--- src/rtl/ghadi_display_scan_if.sv ---
// Bus between the clock core and the display scanner: BCD time digits and alarm in, panel drive out.
// Combinational wiring only, so no latency.
// No backpressure: the display samples the digit levels whenever it needs them.
interface ghadi_display_scan_if;
    logic [1:0] H_in1;
    logic [3:0] H_in0;
    logic [3:0] M_in1;
    logic [3:0] M_in0;
    logic [3:0] S_in1;
    logic [3:0] S_in0;
    logic       Alarm;
    logic [6:0] seg;
    logic [5:0] an;
    logic       dp;
    logic       frame_done;

    modport master (
        output H_in1, H_in0, M_in1, M_in0, S_in1, S_in0, Alarm,
        input  seg, an, dp, frame_done
    );

    modport slave (
        input  H_in1, H_in0, M_in1, M_in0, S_in1, S_in0, Alarm,
        output seg, an, dp, frame_done
    );
endinterface

--- src/rtl/ghadi_display_scan.sv ---
// Six-digit multiplexed common-anode seven-segment scanner with a per-frame snapshot, blank slots and alarm blink.
// Segment, anode and decimal-point drive is registered, one cycle behind the scan counters.
// No backpressure: digits are level inputs and are captured only at frame boundaries.
module ghadi_display_scan #(
    parameter int SCAN_DIV     = 4096,
    parameter int BLINK_FRAMES = 32
) (
    input  logic                 clk,
    input  logic                 reset,
    ghadi_display_scan_if.slave  bus
);

    localparam int CW = $clog2(SCAN_DIV);
    localparam int BW = $clog2(BLINK_FRAMES + 1);
    localparam logic [CW-1:0] CNT_MAX   = CW'(SCAN_DIV - 1);
    localparam logic [BW-1:0] BLINK_MAX = BW'(BLINK_FRAMES - 1);
    localparam logic [6:0]    SEG_BLANK = 7'h7F;
    localparam logic [5:0]    AN_OFF    = 6'h3F;

    logic [CW-1:0] cnt;
    logic [2:0]    idx;
    logic          primed;
    logic [1:0]    snap_h1;
    logic [3:0]    snap_h0;
    logic [3:0]    snap_m1;
    logic [3:0]    snap_m0;
    logic [3:0]    snap_s1;
    logic [3:0]    snap_s0;
    logic          snap_alarm;
    logic [BW-1:0] blink_cnt;
    logic          phase;

    logic [6:0]    seg_q;
    logic [5:0]    an_q;
    logic          dp_q;
    logic          frame_done_q;

    logic          tick;
    logic          wrap;
    logic          load;
    logic [3:0]    digit;
    logic [6:0]    seg_nxt;
    logic [5:0]    an_nxt;
    logic          dp_nxt;

    function automatic logic [6:0] decode(input logic [3:0] d);
        logic [6:0] s;
        case (d)
            4'd0:    s = 7'h40;
            4'd1:    s = 7'h79;
            4'd2:    s = 7'h24;
            4'd3:    s = 7'h30;
            4'd4:    s = 7'h19;
            4'd5:    s = 7'h12;
            4'd6:    s = 7'h02;
            4'd7:    s = 7'h78;
            4'd8:    s = 7'h00;
            4'd9:    s = 7'h10;
            default: s = 7'h3F;
        endcase
        return s;
    endfunction

    always_comb begin
        tick = (cnt == CNT_MAX);
        wrap = tick && (idx == 3'd5);
        // The first cycle out of reset loads too, so frame 0 never shows the cleared snapshot.
        load = wrap || !primed;
    end

    always_comb begin
        digit = 4'd0;
        case (idx)
            3'd0:    digit = snap_s0;
            3'd1:    digit = snap_s1;
            3'd2:    digit = snap_m0;
            3'd3:    digit = snap_m1;
            3'd4:    digit = snap_h0;
            3'd5:    digit = {2'b00, snap_h1};
            default: digit = 4'd0;
        endcase
    end

    always_comb begin
        seg_nxt = SEG_BLANK;
        an_nxt  = AN_OFF;
        dp_nxt  = 1'b1;
        // cnt==0 is the anti-ghosting slot: all anodes off while the segment lines settle.
        if ((cnt != '0) && phase) begin
            an_nxt = ~(6'd1 << idx);
            if ((idx == 3'd5) && (snap_h1 == 2'd0)) begin
                seg_nxt = SEG_BLANK;
            end else begin
                seg_nxt = decode(digit);
                dp_nxt  = !((idx == 3'd2) || (idx == 3'd4));
            end
        end
    end

    always_ff @(posedge clk) begin
        if (reset) begin
            cnt          <= '0;
            idx          <= 3'd0;
            primed       <= 1'b0;
            snap_h1      <= 2'd0;
            snap_h0      <= 4'd0;
            snap_m1      <= 4'd0;
            snap_m0      <= 4'd0;
            snap_s1      <= 4'd0;
            snap_s0      <= 4'd0;
            snap_alarm   <= 1'b0;
            blink_cnt    <= '0;
            phase        <= 1'b1;
            seg_q        <= SEG_BLANK;
            an_q         <= AN_OFF;
            dp_q         <= 1'b1;
            frame_done_q <= 1'b0;
        end else begin
            cnt          <= tick ? '0 : cnt + CW'(1);
            primed       <= 1'b1;
            frame_done_q <= wrap;
            seg_q        <= seg_nxt;
            an_q         <= an_nxt;
            dp_q         <= dp_nxt;

            if (tick) begin
                idx <= (idx == 3'd5) ? 3'd0 : idx + 3'd1;
            end

            if (load) begin
                snap_h1    <= bus.H_in1;
                snap_h0    <= bus.H_in0;
                snap_m1    <= bus.M_in1;
                snap_m0    <= bus.M_in0;
                snap_s1    <= bus.S_in1;
                snap_s0    <= bus.S_in0;
                snap_alarm <= bus.Alarm;
            end

            // Blink state follows the alarm of the frame currently on screen, not the live input.
            if (!snap_alarm) begin
                phase     <= 1'b1;
                blink_cnt <= '0;
            end else if (wrap) begin
                if (blink_cnt == BLINK_MAX) begin
                    phase     <= !phase;
                    blink_cnt <= '0;
                end else begin
                    blink_cnt <= blink_cnt + BW'(1);
                end
            end
        end
    end

    assign bus.seg        = seg_q;
    assign bus.an         = an_q;
    assign bus.dp         = dp_q;
    assign bus.frame_done = frame_done_q;

endmodule

--- src/flat_wrapper.sv ---
// flat-port wrapper written by rule: the top's interface ports become plain ports
module ghadi_display_scan_flat 
#(
    parameter int SCAN_DIV     = 4096,
    parameter int BLINK_FRAMES = 32
)
  (clk, reset, bus_H_in1, bus_H_in0, bus_M_in1, bus_M_in0, bus_S_in1, bus_S_in0, bus_Alarm, bus_seg, bus_an, bus_dp, bus_frame_done);
  ghadi_display_scan_if bus_i ();
  input  logic clk;
  input  logic reset;
  input wire logic [$bits(bus_i.H_in1)-1:0] bus_H_in1;
  input wire logic [$bits(bus_i.H_in0)-1:0] bus_H_in0;
  input wire logic [$bits(bus_i.M_in1)-1:0] bus_M_in1;
  input wire logic [$bits(bus_i.M_in0)-1:0] bus_M_in0;
  input wire logic [$bits(bus_i.S_in1)-1:0] bus_S_in1;
  input wire logic [$bits(bus_i.S_in0)-1:0] bus_S_in0;
  input wire logic [$bits(bus_i.Alarm)-1:0] bus_Alarm;
  output wire logic [$bits(bus_i.seg)-1:0] bus_seg;
  output wire logic [$bits(bus_i.an)-1:0] bus_an;
  output wire logic [$bits(bus_i.dp)-1:0] bus_dp;
  output wire logic [$bits(bus_i.frame_done)-1:0] bus_frame_done;
  assign bus_i.H_in1 = bus_H_in1;
  assign bus_i.H_in0 = bus_H_in0;
  assign bus_i.M_in1 = bus_M_in1;
  assign bus_i.M_in0 = bus_M_in0;
  assign bus_i.S_in1 = bus_S_in1;
  assign bus_i.S_in0 = bus_S_in0;
  assign bus_i.Alarm = bus_Alarm;
  assign bus_seg = bus_i.seg;
  assign bus_an = bus_i.an;
  assign bus_dp = bus_i.dp;
  assign bus_frame_done = bus_i.frame_done;
  ghadi_display_scan #(.SCAN_DIV(SCAN_DIV), .BLINK_FRAMES(BLINK_FRAMES)) u_core (.clk(clk), .reset(reset), .bus(bus_i));
endmodule
--- config.mk ---
export PLATFORM = sky130hd
export DESIGN_NAME = ghadi_display_scan_flat
export DESIGN_NICKNAME = d
export VERILOG_FILES = /design/src/rtl/ghadi_display_scan_if.sv /design/src/rtl/ghadi_display_scan.sv /design/src/flat_wrapper.sv
export SDC_FILE = /design/constraint.sdc
export NUM_CORES = 1
export LEC_CHECK = 0
export BUFFER_PORTS_ARGS = -buffer_cell sky130_fd_sc_hd__buf_4
export CORE_AREA = 2 2 76 78
export DETAILED_ROUTE_END_ITERATION = 10
export DIE_AREA = 0 0 78 80
export PLACE_DENSITY = 0.72
export SETUP_SLACK_MARGIN = 0.4
export SLEW_MARGIN = 20
export SYNTH_ARGS = -nofsm -noshare
export SYNTH_HDL_FRONTEND = slang
export SYNTH_SLANG_ARGS = --single-unit
--- constraint.sdc ---
create_clock -name clk -period 2.65 [get_ports clk]
set_clock_uncertainty 0.1 [all_clocks]
set_input_delay 0.795 -clock clk [delete_from_list [all_inputs] [get_ports clk]]
set_output_delay 0.795 -clock clk [all_outputs]
set_load 0.02 [all_outputs]
==> results.md <==
* Result of the run: complete, no violations
* Number of global-route vias before repair at 1951
* Clock sink total at 61
* Post-synthesis instance area at 2650 um2
* Final worst path period need at 2.15 ns
* Simple-gate share of the synthesized area at 24.7%
* Number of placed instances, taps included at 409
* Worst Hold Launch: u_core.snap_alarm
* CP startpoint: u_core.idx[1]
* Total iterations of the first detailed-routing run at 4
* Layout fillers at 502
* Post-route worst hold slack at 0.317 ns
* Sequential share of power at 49.7%
* Worst-path fanout max at 15
* Clock insertion delay at the later pin of the skew report at 0.34 ns
* Layout Cells excl Fill at 429
* Cell types with the highest counts after synthesis: nand2_1 (63), dfxtp_1 (61), a21oi_1 (35)
* Peak supply drop at 0.000373 V
* Most used standard cell by instance count after synthesis: nand2_1
* Buffer type at the clock tree root: clkbuf_8
* Number of inserted diodes at 0
* Sequential area share after synthesis at 46.1%
* Synth top area share at 46.1%
* Startpoint type of the worst setup path: flop
* Tot GR Track Use at 18.4%
* Die width at 78 um
* TritonCTS clock tree: built
* Worst-Margin Slew at 0.692 ns
* Hold worst-path end: u_core.phase
* Final cell utilization of the core at 60.4%
* Final net count at 386
* Final period util at 81.1%
* Via density per instance at 5.11
* Drt total wl at 5.49 mm
* Maximum number of pins on one net before global-route repair at 33
* Final weighted congestion in routability-driven placement at 0.820
* Type of destination of the critical path: flop
* Initial antenna violation count at 0
* Post-synth net total at 341
* Post-Syn Area per Cell at 8.63 um2
* Num rows at 27
* Setup repair after global routing missed its margin: no
* Most used flip-flop cell after synthesis: dfxtp_1
* Number of flops mapped to enable cells by yosys at 0
* Share of power burned in the clock network at 40.9%
* Arrival time worst endpoint at 2.26 ns
* Top achievable clock speed at 465 MHz
* Leakage power of the design at 1.34 nW
* Fraction of power spent switching nets at 24.0%
* Multiplexer area fraction after synthesis at 4.58%
* R2R cell count at 8
* Combinational family with the most area after synthesis: simple AND/OR/NAND/NOR gates
* Clock Pin Slew Worst Setup and Hold Paths at 0.06 ns
* Total via count in the routed design at 2194
* FF+latch count, synth at 61
* Layout cell share with drive strength beyond 1 at 22.1%
* Worst-case register-to-register setup slack at 0.50 ns
* Synthesized-area fraction occupied by ao, oa, aoi and oai cells at 11.4%
* Wire per inst at 12.8 um
* Number of violations reported at the end of detailed-routing iteration 0 at 76
* Area added between synthesis and finish at 23.1%
* IO buf count at 39
* Slowest cell on the critical path: dfxtp_2
* Beginning of the worst register-to-register path: u_core.idx[1]
* Core footprint at 5410 um2
* TNS Setup at 0 ns
* Final HPWL DP at 3.79 mm
* Full die area at 6240 um2
* Antenna Nets Post-Route at 0
* Initial core utilization at 49.0%
* Number of setup violations in the final report at 0
* Share of flip-flops with an asynchronous set or reset after synthesis at 0%
* Cell accounting for the most synthesized area: dfxtp_1
* Comb power frac at 9.4%
* Post-route DRC violation count at 0
* End of the worst register-to-register path: u_core.bus.seg[3]
* Cell internal pwr at 1.49 mW
* Dominant cells by area after synthesis: dfxtp_1 (46%), nand2_1 (8.9%), a21oi_1 (6.6%)
* WHS Path Cells at 1
* Post-Synth XOR/XNOR Area at 4.63%
* Number of H-tree levels at 3
* Gate Count Post-Synth at 307
* Critical path class: reg -> reg
* Type of the worst min-delay path: reg -> reg
* Clock buffer depth at 2
* Maxcap violations at 0
* CP cell instances: and2_4 > ha_4 > a221o_1 > a221oi_4 > inv_1 > ha_1 > mux2i_1 > a21oi_1
* CTS Buf Count at 9
* Number of unique standard cell types used by synthesis at 46
* Synth warnings at 0
* Wire length of the first global-routing pass at 8.98 mm
* GRT overflow at 0
* Post-Synth Adder-Cell Area at 4.25%
* Setup WS post-layout at 0.500 ns
* Remaining max-slew budget at the tightest pin at 53.4%
* Crit path largest cell delay at 0.40 ns
* Total I/O pin count at 40
* Final Hold Viols at 0
* Ratio of total power to cell area at 603 nW/um2
* Setup Slack @ Placement at 0.263 ns
* Overall die height at 80 um
* Switch Pwr at 0.472 mW
* Final Max Tran Viols at 0
* WP data required at 2.76 ns
==> metal layers <==
| metal | global-route usage (%) | routed length [um] | up-vias |
|---|---|---|---|
| met4 | 11.1 | 90 | 0 |
| li1 | - | - | 1129 |
| met2 | 27.9 | 2510 | 48 |
| met1 | 24.7 | 2680 | 1009 |
| met3 | 2.94 | 219 | 8 |
| met5 | 0 | 0 | - |
==> worst max-delay path, delay by kind of cell (launching register included) <==
family,cells,cell delay (ns)
AND/OR/NAND/NOR,1,0.19
AO/OA/AOI/OAI,3,0.65
buffers and inverters,1,0.10
flip-flops,1,0.40
multiplexers,1,0.12
adder cells (fa/ha/maj),2,0.46
==> metrics by stage <==
step | instance area (um2) | total power [mW]
floorplan | 2700 | 1.10
global placement | 3020 | 1.17
detailed placement | 3020 | 1.18
CTS | 3220 | 1.98
global route | 3260 | 2.04
finish | 3260 | 1.97
==> how the worst max path moves through the flow <==
stage                          end  slack (ns)
4_1_cts        u_core.blink_cnt[3]        0.43
5_1_grt          u_core.bus.seg[3]        0.40
3_3_place_gp     u_core.bus.seg[3]        0.34
2_1_floorplan    u_core.bus.seg[1]        0.40
6_report         u_core.bus.seg[3]        0.50
3_5_place_dp     u_core.bus.seg[3]        0.26
==> cell families after synthesis <==
family,Yosys count
DFF,61
and+or+nand+nor,134
buffers and inverters,25
AOI/OAI and AO/OA,52
muxes,12
adders and majority gates,9
xor gates and xnor gates,14
==> cells in the final DEF, fill, tap and decap left out, types with 2 or more instances in the layout <==
cell      count
clkbuf_8     10
dfxtp_2       3
nor2_1       26
nand3b_1      3
nor3b_1       3
or3_1         4
ha_1          7
nor4b_1       2
nand2_1      63
xor2_1        7
xnor2_1       7
nor3_1        3
a21oi_1      35
dfxtp_1      58
clkinv_2      4
mux2i_1      11
and2_1        2
a32oi_1       2
nand3_1      11
o21ai_0       5
inv_1        11
buf_4        48
and4_1        2
==> state kept, by name, indices dropped and copies added (netlist names), 2 cells and up <==
register / flops
u_core.snap_m1: 4
u_core.blink_cnt: 6
u_core.bus.seg: 7
u_core.cnt: 12
u_core.snap_m0: 4
u_core.bus.an: 6
u_core.idx: 3
u_core.snap_h0: 4
u_core.snap_s0: 4
u_core.snap_h1: 2
u_core.snap_s1: 4
==> repair_timing <==
action,in CTS,in global routing
pin swaps,0,2
gates resized for setup,1,6
setup buffers,1,3
endpoints found under the setup margin,6,30
hold buffers,0,0
==> power groups by stage <==
stage	Clock [mW]	Sequential, mW	Combinational (mW)
2_1_floorplan	0	1.01	0.0952
3_3_place_gp	0	0.997	0.176
3_5_place_dp	0	0.997	0.180
4_1_cts	0.821	0.977	0.182
5_1_grt	0.856	0.981	0.206
6_report	0.803	0.978	0.185
==> area by class of cell <==
cell class | count | area, um2 | area share, %
multi-input combinational | 221 | 1360 | 41.5
sequential | 61 | 1220 | 37.5
timing repair buffer | 48 | 360 | 11.0
clock buffer | 11 | 141 | 4.33
tap | 72 | 90.1 | 2.76
clock inverter | 5 | 50.0 | 1.53
inverter | 11 | 41.3 | 1.27
No activity file was read; power rests on OpenSTA's default activity.
